## config.mk

```make
export PLATFORM = sky130hd
export DESIGN_NAME = pwm_3lmod
export DESIGN_NICKNAME = d
export VERILOG_FILES = /design/src/rtl/PKG_decoder_3lxnpc.sv /design/src/rtl/tri_carrier.sv /design/src/rtl/pwm_3lmod.sv
export SDC_FILE = /design/constraint.sdc
export NUM_CORES = 1
export LEC_CHECK = 0
export CAP_MARGIN = 20
export CORE_MARGIN = 3
export CORE_UTILIZATION = 30
export CTS_BUF_LIST = sky130_fd_sc_hd__clkbuf_4 sky130_fd_sc_hd__clkbuf_8
export DETAILED_ROUTE_END_ITERATION = 12
export DONT_BUFFER_PORTS = 1
export PLACE_DENSITY_LB_ADDON = 0.1
export SYNTH_ARGS = -nofsm -noshare
export SYNTH_HDL_FRONTEND = slang
export SYNTH_SLANG_ARGS = --single-unit
```

## constraint.sdc

```tcl
create_clock -name clk -period 9.6 [get_ports clk]
set_input_delay 1.44 -clock clk [delete_from_list [all_inputs] [get_ports clk]]
set_output_delay 1.44 -clock clk [all_outputs]
set_load 0.03 [all_outputs]
```

## src/rtl/PKG_decoder_3lxnpc.sv

```systemverilog
// Shared types for the 3-level modulator and the NPC/NPP/ANPC switch-state decoders.
package PKG_decoder_3lxnpc;

  localparam int CARRIER_WIDTH = 16;

  typedef enum logic [1:0] {
    VLEV_N = 2'b00,
    VLEV_O = 2'b01,
    VLEV_P = 2'b10
  } _vlev_t;

  typedef enum logic {
    CUP   = 1'b0,
    CDOWN = 1'b1
  } _cdir_t;

endpackage

```

## src/rtl/tri_carrier.sv

```systemverilog
// Symmetric triangular carrier 0..M..1 with period 2M; strobes flag the edges
// whose next count is the valley (0) or the peak (M).
module tri_carrier
  import PKG_decoder_3lxnpc::*;
#(
  parameter int CNT_WIDTH = CARRIER_WIDTH
) (
  input  logic                 clk,
  input  logic                 rst,
  input  logic                 en,
  input  logic [CNT_WIDTH-1:0] max_sh,
  output logic [CNT_WIDTH-1:0] c,
  output _cdir_t               dir,
  output logic                 valley,
  output logic                 peak
);

  localparam logic [CNT_WIDTH-1:0] ONE = {{(CNT_WIDTH-1){1'b0}}, 1'b1};

  logic [CNT_WIDTH-1:0] c_reg, c_next;
  _cdir_t               dir_reg, dir_next;

  always_comb begin
    c_next   = c_reg;
    dir_next = dir_reg;
    if (!en || max_sh == '0) begin
      c_next   = '0;
      dir_next = CUP;
    end else if (dir_reg == CUP) begin
      // >= rather than == so a stale count can never run past the peak
      if (c_reg >= max_sh - ONE) begin
        c_next   = max_sh;
        dir_next = CDOWN;
      end else begin
        c_next = c_reg + ONE;
      end
    end else begin
      if (c_reg <= ONE) begin
        c_next   = '0;
        dir_next = CUP;
      end else begin
        c_next = c_reg - ONE;
      end
    end
  end

  always_ff @(posedge clk or posedge rst) begin
    if (rst) begin
      c_reg   <= '0;
      dir_reg <= CUP;
    end else begin
      c_reg   <= c_next;
      dir_reg <= dir_next;
    end
  end

  assign c      = c_reg;
  assign dir    = dir_reg;
  assign valley = (c_next == '0);
  assign peak   = (max_sh != '0) && (c_next == max_sh);

endmodule

```

## src/rtl/pwm_3lmod.sv

```systemverilog
// Three-level phase-disposition PWM: shadow-buffered reference vs. triangular
// carrier, registered 2-bit level command (N/O/P) plus valley sync pulse.
module pwm_3lmod
  import PKG_decoder_3lxnpc::*;
#(
  parameter int CNT_WIDTH = CARRIER_WIDTH
) (
  input  logic                        clk,
  input  logic                        rst,
  input  logic                        en,
  input  logic [CNT_WIDTH-1:0]        carrier_max,
  input  logic signed [CNT_WIDTH:0]   ref_val,
  input  logic                        upd_mode,
  output logic [1:0]                  v_lev,
  output logic                        sync
);

  localparam logic [CNT_WIDTH-1:0] ONE = {{(CNT_WIDTH-1){1'b0}}, 1'b1};

  logic [CNT_WIDTH-1:0]      c;
  _cdir_t                    dir;
  logic                      valley, peak;

  logic signed [CNT_WIDTH:0] ref_sh_reg;
  logic [CNT_WIDTH-1:0]      max_sh_reg;
  logic signed [CNT_WIDTH:0] max_s, ref_clamp;
  logic [CNT_WIDTH-1:0]      r;
  logic                      active;
  _vlev_t                    lev_next, v_lev_reg;
  logic                      sync_reg;

  tri_carrier #(
    .CNT_WIDTH (CNT_WIDTH)
  ) u_carrier (
    .clk    (clk),
    .rst    (rst),
    .en     (en),
    .max_sh (max_sh_reg),
    .c      (c),
    .dir    (dir),
    .valley (valley),
    .peak   (peak)
  );

  always_comb begin
    max_s = signed'({1'b0, max_sh_reg});
    if (ref_sh_reg > max_s) begin
      ref_clamp = max_s;
    end else if (ref_sh_reg < -max_s) begin
      ref_clamp = -max_s;
    end else begin
      ref_clamp = ref_sh_reg;
    end
    // magnitude always fits CNT_WIDTH bits once clamped to +/-max_sh
    r = ref_clamp[CNT_WIDTH] ? (~ref_clamp[CNT_WIDTH-1:0] + ONE) : ref_clamp[CNT_WIDTH-1:0];
    active = (dir == CUP) ? (r > c) : ((r >= c) && (c != '0));
    lev_next = VLEV_O;
    if (active) begin
      lev_next = ref_sh_reg[CNT_WIDTH] ? VLEV_N : VLEV_P;
    end
  end

  always_ff @(posedge clk or posedge rst) begin
    if (rst) begin
      ref_sh_reg <= '0;
      max_sh_reg <= '0;
      v_lev_reg  <= VLEV_O;
      sync_reg   <= 1'b0;
    end else begin
      if (valley) begin
        ref_sh_reg <= ref_val;
        max_sh_reg <= carrier_max;
      end else if (peak && upd_mode) begin
        ref_sh_reg <= ref_val;
      end
      v_lev_reg <= en ? lev_next : VLEV_O;
      sync_reg  <= en && (c == '0) && (max_sh_reg != '0);
    end
  end

  assign v_lev = v_lev_reg;
  assign sync  = sync_reg;

endmodule

```

==> flow_summary.yaml, run 1 <==
outcome:
  outcome: "finished, final reports clean"
worst_setup_path:
  worst_ep_required_time_ns: 9.83
  cp-start-kind: "flop"
  crit_arrival_ns: 7.70
  r2r_start: "max_sh_reg[3]"
  path_class: "flop to flop"
  path_buf_inv: 1
  cp_top_family: "simple AND/OR/NAND/NOR gates"
  ff2ff_setup_slack_ns: 2.13
  max_stage_delay_ns: 0.70
  crit_slowest_cell: "or3_1"
  cp-end-kind: "flop"
  critPathMaxFanout: 15
  ff2ff_path_depth: 28
  r2r_end: "v_lev[1]"
grt:
  track_usage_pct: 21.9
  grt_max_degree: 54
  grt_pass1_vias: 5912
  overflow: 0
  grt_pass1_wl_microns: 37100
  antenna_found_initial: 0
power_and_ir_drop:
  p_sw_uw: 1020
  p_seq_share_pct: 22.0
  vdd_drop_max_v: 0.000157
  p_leak_uw: 0.00265
  intPower_uw: 909
  power_density_nw_per_um2: 295
  pwr-share-comb_pct: 70.3
  power_uw: 1930
  switching_share_pct: 52.9
  clockPowerShare_pct: 7.7
place:
  dp.cells: 987
  gp_congestion: 0.935
  hpwl_microns: 19100
  io_buffers: 0
  dpl_worst_slack_ns: 2.20
logic_synthesis:
  synthFlopType: "dfrtp_1"
  syn_inst: 747
  synth_seq_area_share_pct: 21.3
  ys_async_sr_fraction_pct: 100
  ys_seq_elements: 53
  synth_cell_types: 82
  netlist_area_sq_um: 6230
  syn-num-nets: 853
  ys_warn_count: 0
  synth_edf_count: 0
  avgSynthCellArea_sq_um: 8.34
finish:
  drive_above_1_share_pct: 10.9
  final_nets: 830
  n_antenna_cell: 0
  area_growth_pct: 4.88
  layout_common_cells: "ha_1, dfrtp_1, a21oi_1, inv_1, nor2_1"
  nFillCells: 2203
  layout.cells.non_filler: 995
  post-route-util_pct: 32.2
  final_common_cell: "ha_1"
  largest_reg_flops: 17
sta:
  setup_tns_ns: 0
  slew_viol_final: 0
  max_freq_ghz: 0.134
  finalHoldViolCount: 0
  setup_viol: 0
  skew_ns: 0.0110
  relSlewSlack_pct: 22.9
  fin_crit_ns: 7.47
  finalCritPeriodShare_pct: 77.9
  layout_setup_ws_ns: 2.13
  rsz0062_at_grt: "no"
  worstMarginPinSlew_ns: 1.16
clock_tree:
  ctsHtreeMaxLevel: 2
  cts_buffers: 5
  cts_resized: 0
  clk_latency_ns: 0.34
  clock_sinks: 53
  post_cts_buffers: 0
  tritoncts: "built"
  clkSlewWorstSetupHoldPaths_ns: 0.11
  root_buffer: "clkbuf_8"
  clock_path_buffers: 2
  postCtsHoldBufs: 0
detailed_routing:
  first_iter_violations: 685
  ant_nets: 0
  vias: 5965
  drc: 0
  vias_per_cell: 5.99
  wirelength_microns: 24400
  first_pass_iters: 7
  wl_per_cell_microns: 24.5
flow_run:
  maxCapViolCount: 0
min_path:
  hold_path_startpoint: "ref_sh_reg[3]"
  hp-class: "flop to flop"
  holdPathEnd: "ref_sh_reg[3]"
  hold-path-cell-count: 1
floorplanning:
  die_w_microns: 150
  die_area_sq_um: 22500
  initial_core_util_pct: 30.7
  core_area_sq_um: 20300
  rows: 52
  io_pins: 40
  die_h_microns: 150
==> through the flow <==
| stage | instance area (sq um) | hold WS [ns] |
|---|---|---|
| after floorplan | 6230 | 0.466 |
| after global routing | 6540 | 0.638 |
| after CTS | 6540 | 0.615 |
| final | 6540 | 0.605 |
| after global placement | 6440 | 0.585 |
| after detailed placement | 6440 | 0.585 |
==> worst reg2reg max path, delay by kind of cell, from the launching register on <==
kind            cells  cell delay (ns)
fa+ha+maj           2             0.58
buf+inv             1             0.11
xor+xnor            2             0.37
compound gates     12             2.45
simple gates       11             3.27
flops               1             0.59
==> worst max-delay path by stage <==
stage,start,to,slack [ns],cells past startpoint
2_1_floorplan,max_sh_reg[4],v_lev[1],3.28,29
3_3_place_gp,max_sh_reg[3],v_lev[1],2.23,28
3_5_place_dp,max_sh_reg[3],v_lev[1],2.20,28
4_1_cts,max_sh_reg[3],v_lev[1],2.18,28
5_1_grt,max_sh_reg[3],v_lev[1],1.66,28
6_report,max_sh_reg[3],v_lev[1],2.13,28
==> per-layer routing <==
metal,global-route usage (%),routed length (microns)
met5,0,0
met4,5.86,641
met3,4.67,1620
met2,35.5,11200
met1,29.5,11000
==> synth_stat cells (all sizes together), types with 4 or more instances <==
cell type | count | area, sq um
xor2 | 7 | 61.3
buf | 14 | 114
nand2 | 38 | 145
a211oi | 14 | 123
and2 | 5 | 31.3
o211ai | 14 | 105
a21o | 7 | 52.6
inv | 50 | 188
xnor2 | 42 | 368
o21ai | 37 | 189
clkbuf | 28 | 105
a311oi | 5 | 50.0
and3 | 6 | 37.5
o21a | 9 | 67.6
nor2b | 5 | 31.3
o221ai | 5 | 43.8
or4 | 4 | 33.8
o22ai | 11 | 81.3
or3 | 15 | 98.8
mux2i | 11 | 110
a31oi | 10 | 68.8
nand4 | 20 | 125
nand2b | 13 | 81.3
nor2 | 48 | 180
o31ai | 14 | 115
a21oi | 51 | 267
and4 | 4 | 35.0
mux2 | 37 | 417
nor4 | 14 | 103
dfrtp | 52 | 1300
nand3 | 27 | 140
nor3 | 17 | 85.1
ha | 69 | 863
==> power groups by stage <==
stage	sequential, uW	combinational [uW]	clock, uW
finish	424	1360	149
detailed placement	427	1340	0
CTS	422	1350	157
global placement	426	1330	0
global route	431	1550	163
floorplan	329	1100	0
==> cells by family after synthesis <==
| group | Yosys count | share of synthesized area [%] |
|---|---|---|
| xor gates and xnor gates | 49 | 6.89 |
| adders and majority gates | 69 | 13.9 |
| DFF | 53 | 21.3 |
| muxes | 48 | 8.45 |
| and+or+nand+nor | 225 | 19.7 |
| AOI/OAI and AO/OA | 208 | 23.1 |
| buffers and inverters | 95 | 6.71 |
==> area by class of cell <==
class / count / area [sq um] / share of cell area, %
clock buffer: 5 / 68.8 / 1.05
inverter: 53 / 199 / 3.04
multi-input combinational: 599 / 4490 / 68.6
timing repair buffer: 12 / 90.1 / 1.38
sequential: 53 / 1330 / 20.3
clock inverter: 3 / 26.3 / 0.402
tap: 270 / 338 / 5.17
No activity file was read; power rests on OpenSTA's default activity.
==> inputs of run 2 (changes only) <==
Clock period 9.6 ns to 7.8 ns, I/O delays scaled along.
==> flow_summary.yaml, run 2 (same netlist as run 1, synthesis figures left out) <==
worst_setup_path:
  crit_arrival_ns: 7.36
  cp_num_cells: 29
  endpoint: "v_lev[1]"
  cp-end-kind: "flop"
  path_class: "flop to flop"
  worst_ep_required_time_ns: 8.02
  path_buf_inv: 2
  r2r_end: "v_lev[1]"
  crit_slowest_cell: "or4_1"
  cp_top_family: "simple AND/OR/NAND/NOR gates"
  ff2ff_path_depth: 29
  max_stage_delay_ns: 0.57
  cp-start-kind: "flop"
  crit_start: "max_sh_reg[5]"
  r2r_start: "max_sh_reg[5]"
  critPathMaxFanout: 22
  ff2ff_setup_slack_ns: 0.66
clock_tree:
  tritoncts: "built"
  root_buffer: "clkbuf_8"
  post_cts_buffers: 0
  clock_path_buffers: 2
  cts_resized: 0
  postCtsHoldBufs: 0
  ctsHtreeMaxLevel: 2
  cts_buffers: 5
  clk_latency_ns: 0.35
  clkSlewWorstSetupHoldPaths_ns: 0.12
  clock_sinks: 53
place:
  io_buffers: 0
  dpl_worst_slack_ns: 0.569
  hpwl_microns: 19800
  gp_congestion: 0.947
  post_dp_cell_area_sq_um: 6470
finish:
  layout_common_cells: "ha_1, dfrtp_1, a21oi_1, inv_1, nor2_1"
  largest_reg_flops: 17
  drive_above_1_share_pct: 11.8
  area_growth_pct: 5.64
  final_common_cell: "ha_1"
  final_area_sq_um: 6580
  final_nets: 834
detailed_routing:
  ant_nets: 0
  vias: 5983
  vias_per_cell: 5.98
  first_iter_violations: 484
  wirelength_microns: 25100
  drc: 0
  wl_per_cell_microns: 25.1
  first_pass_iters: 5
grt:
  grt_max_degree: 54
  overflow: 0
  grt_pass1_vias: 5903
  grt_pass1_wl_microns: 37500
  antenna_found_initial: 1
  track_usage_pct: 22.4
sta:
  slew_viol_final: 0
  finalHoldViolCount: 0
  fin_crit_ns: 7.14
  skew_ns: 0.0201
  relSlewSlack_pct: 31.9
  setup_tns_ns: 0
  rsz0062_at_grt: "no"
  max_freq_ghz: 0.140
  finalCritPeriodShare_pct: 91.6
  worstMarginPinSlew_ns: 1.02
  layout_setup_ws_ns: 0.659
  setup_viol: 0
  whs_ns: 0.589
power_and_ir_drop:
  p_leak_uw: 0.00267
  p_sw_uw: 1280
  switching_share_pct: 52.8
  vdd_drop_max_v: 0.000157
  pwr-share-comb_pct: 72.3
  clockPowerShare_pct: 7.8
  power_density_nw_per_um2: 369
  p_seq_share_pct: 19.9
  power_uw: 2430
  intPower_uw: 1150
min_path:
  hp-class: "flop to flop"
outcome:
  outcome: "finished, final reports clean"
floorplanning:
  core_area_sq_um: 20300
  initial_core_util_pct: 30.7
  rows: 52
  die_w_microns: 150
  io_pins: 40
  die_area_sq_um: 22500
  die_h_microns: 150
flow_run:
  maxCapViolCount: 0
==> run 2: cell types whose count changed in the layout (fill, tap and decap cells not counted), sizes merged <==
cell	previous run	this run
inv	53	51
buf	12	16
clkinvlp	0	1
diode	0	1
clkbuf	5	6
==> run 2: cell type report <==
class / count / area (sq um)
well taps: 270 / 338
multi-input cells: 599 / 4500
diodes: 1 / 2.50
clock inverters: 2 / 16.3
flip-flops and latches: 53 / 1330
repair buffers: 16 / 118
fillers: 2193 / 13700
inverters: 53 / 199
clock buffers: 6 / 82.6
==> run 2: power by group through the flow <==
stage | Sequential (uW) | Combinational, uW | Clock, uW
2_1_floorplan | 405 | 1350 | 0
3_3_place_gp | 487 | 1710 | 0
3_5_place_dp | 485 | 1730 | 0
4_1_cts | 479 | 1740 | 199
5_1_grt | 491 | 1980 | 209
6_report | 483 | 1760 | 190
==> run 2: stage by stage <==
step                      util (%)  cells
after floorplan                  -    747
after global placement        31.9    990
after detailed placement      31.9    990
after CTS                     32.3    998
after global routing          32.4   1000
final                         32.4   1000
==> run 2: layer usage <==
metal / vias up / track usage, % / part of all wire, %
met5: - / 0 / 0
met4: 0 / 7.55 / 3.3
met3: 51 / 3.94 / 6.8
met2: 256 / 35.5 / 46
met1: 2919 / 30.9 / 44
li1: 2757 / - / -
==> run 2: worst min-delay path by stage <==
stage | startpoint | end | slack (ns) | cells past startpoint
5_1_grt | ref_sh_reg[1] | ref_sh_reg[1] | 0.64 | 1
2_1_floorplan | ref_sh_reg[16] | v_lev[1] | 0.47 | 1
6_report | ref_sh_reg[1] | ref_sh_reg[1] | 0.59 | 1
3_5_place_dp | ref_sh_reg[1] | ref_sh_reg[1] | 0.57 | 1
3_3_place_gp | ref_sh_reg[1] | ref_sh_reg[1] | 0.57 | 1
4_1_cts | ref_sh_reg[1] | ref_sh_reg[1] | 0.60 | 1
==> inputs of run 3 (changes only) <==
Settings changed: CORE_MARGIN 3 to 5, SETUP_SLACK_MARGIN set to 0.5.
==> flow_summary.yaml, run 3 (same netlist as run 1, synthesis figures left out) <==
floorplanning:
  rows: 52
  die_w_microns: 154
  io_pins: 40
  die_h_microns: 154
  initial_core_util_pct: 30.6
  die_area_sq_um: 23800
  core_area_sq_um: 20400
clock_tree:
  clkSlewWorstSetupHoldPaths_ns: 0.11
  clock_sinks: 53
  root_buffer: "clkbuf_8"
  clk_latency_ns: 0.34
  clock_path_buffers: 2
  tritoncts: "built"
  cts_buffers: 5
  postCtsHoldBufs: 0
  ctsHtreeMaxLevel: 2
power_and_ir_drop:
  clockPowerShare_pct: 8.8
  p_sw_uw: 1250
  p_leak_uw: 0.00270
  power_density_nw_per_um2: 367
  switching_share_pct: 51.4
  pwr-share-comb_pct: 71.0
  vdd_drop_max_v: 0.000306
  intPower_uw: 1180
  p_seq_share_pct: 20.1
sta:
  fin_crit_ns: 6.82
  setup_tns_ns: 0
  rsz0062_at_grt: "no"
  slew_viol_final: 0
  relSlewSlack_pct: 23.1
  whs_ns: 0.593
  finalCritPeriodShare_pct: 87.4
  layout_setup_ws_ns: 0.979
  max_freq_ghz: 0.147
  finalHoldViolCount: 0
  skew_ns: 0.0156
  setup_viol: 0
  worstMarginPinSlew_ns: 1.14
grt:
  track_usage_pct: 20.2
  grt_max_degree: 54
  grt_pass1_vias: 5947
  antenna_found_initial: 0
  overflow: 0
  grt_pass1_wl_microns: 37000
worst_setup_path:
  cp_top_family: "simple AND/OR/NAND/NOR gates"
  crit_slowest_cell: "or4_4"
  path_buf_inv: 1
  cp-end-kind: "flop"
  crit_arrival_ns: 7.05
  worst_ep_required_time_ns: 8.03
  cp-start-kind: "flop"
  critPathMaxFanout: 8
  max_stage_delay_ns: 0.61
  path_class: "flop to flop"
finish:
  n_antenna_cell: 0
  area_growth_pct: 6.61
  final_nets: 836
  drive_above_1_share_pct: 12.9
  multi_input_area_sq_um: 4520
  seqCellArea_sq_um: 1330
  layout_common_cells: "ha_1, a21oi_1, dfrtp_1, nor2_1, inv_1"
  final_common_cell: "ha_1"
  nFillCells: 2169
  post-route-util_pct: 32.6
  largest_reg_flops: 17
detailed_routing:
  first_iter_violations: 708
  first_pass_iters: 5
  wl_per_cell_microns: 24.5
  wirelength_microns: 24500
  vias_per_cell: 6.01
  ant_nets: 0
  vias: 6013
  drc: 0
flow_run:
  maxCapViolCount: 0
place:
  dpl_worst_slack_ns: 0.627
  io_buffers: 0
  gp_congestion: 0.935
  hpwl_microns: 19200
min_path:
  hp-class: "flop to flop"
outcome:
  outcome: "finished, final reports clean"
[run 3: power groups by stage]
stage	sequential, uW	combinational [uW]	clock [uW]
after global placement	495	1670	0
after detailed placement	494	1690	0
after floorplan	405	1350	0
final	491	1730	216
after global routing	498	1940	232
after CTS	488	1700	224
[run 3: worst reg2reg max path: cells and delay by family (launching register included)]
family | cells | cell delay, ns
xor+xnor | 2 | 0.37
flops | 1 | 0.52
compound gates | 12 | 2.24
fa+ha+maj | 2 | 0.58
simple gates | 11 | 2.89
buf+inv | 1 | 0.11
[run 3: final timing paths]
kind,from,endpoint,slack [ns],cells past startpoint
min reg2reg,ref_sh_reg[3],ref_sh_reg[3],0.59,1
max reg2reg,max_sh_reg[4],v_lev[1],0.98,28
max,max_sh_reg[4],v_lev[1],0.98,28
min in group asynchronous,rst,ref_sh_reg[3],0.91,2
min,ref_sh_reg[3],ref_sh_reg[3],0.59,1
max in group asynchronous,rst,max_sh_reg[7],6.38,2
[run 3: layout make-up]
type / instances / share of cell area (%)
Tap cell: 270 / 5.08
Sequential cell: 53 / 20.0
Clock inverter: 2 / 0.565
Timing Repair Buffer: 18 / 2.09
Inverter: 53 / 2.99
Multi-Input combinational cell: 599 / 68.0
Clock buffer: 6 / 1.24
[run 3: repair_timing]
item / in CTS / in global routing
resized for setup: 0 / 11
setup endpoints to repair: 0 / 2
buffers inserted: 0 / 3
[run 3: layer usage]
layer	wire (microns)	global-route usage, %
met4	748	6.98
met3	1730	3.09
met5	0	0
met1	10800	27.8
met2	11200	32.2
[run 3: metrics by stage]
stage               power [uW]  cells  instance area, sq um
global placement          2160    990                  6460
CTS                       2410    998                  6580
finish                    2440   1001                  6640
detailed placement        2180    990                  6460
floorplan                 1750    747                  6230
global route              2670   1001                  6640
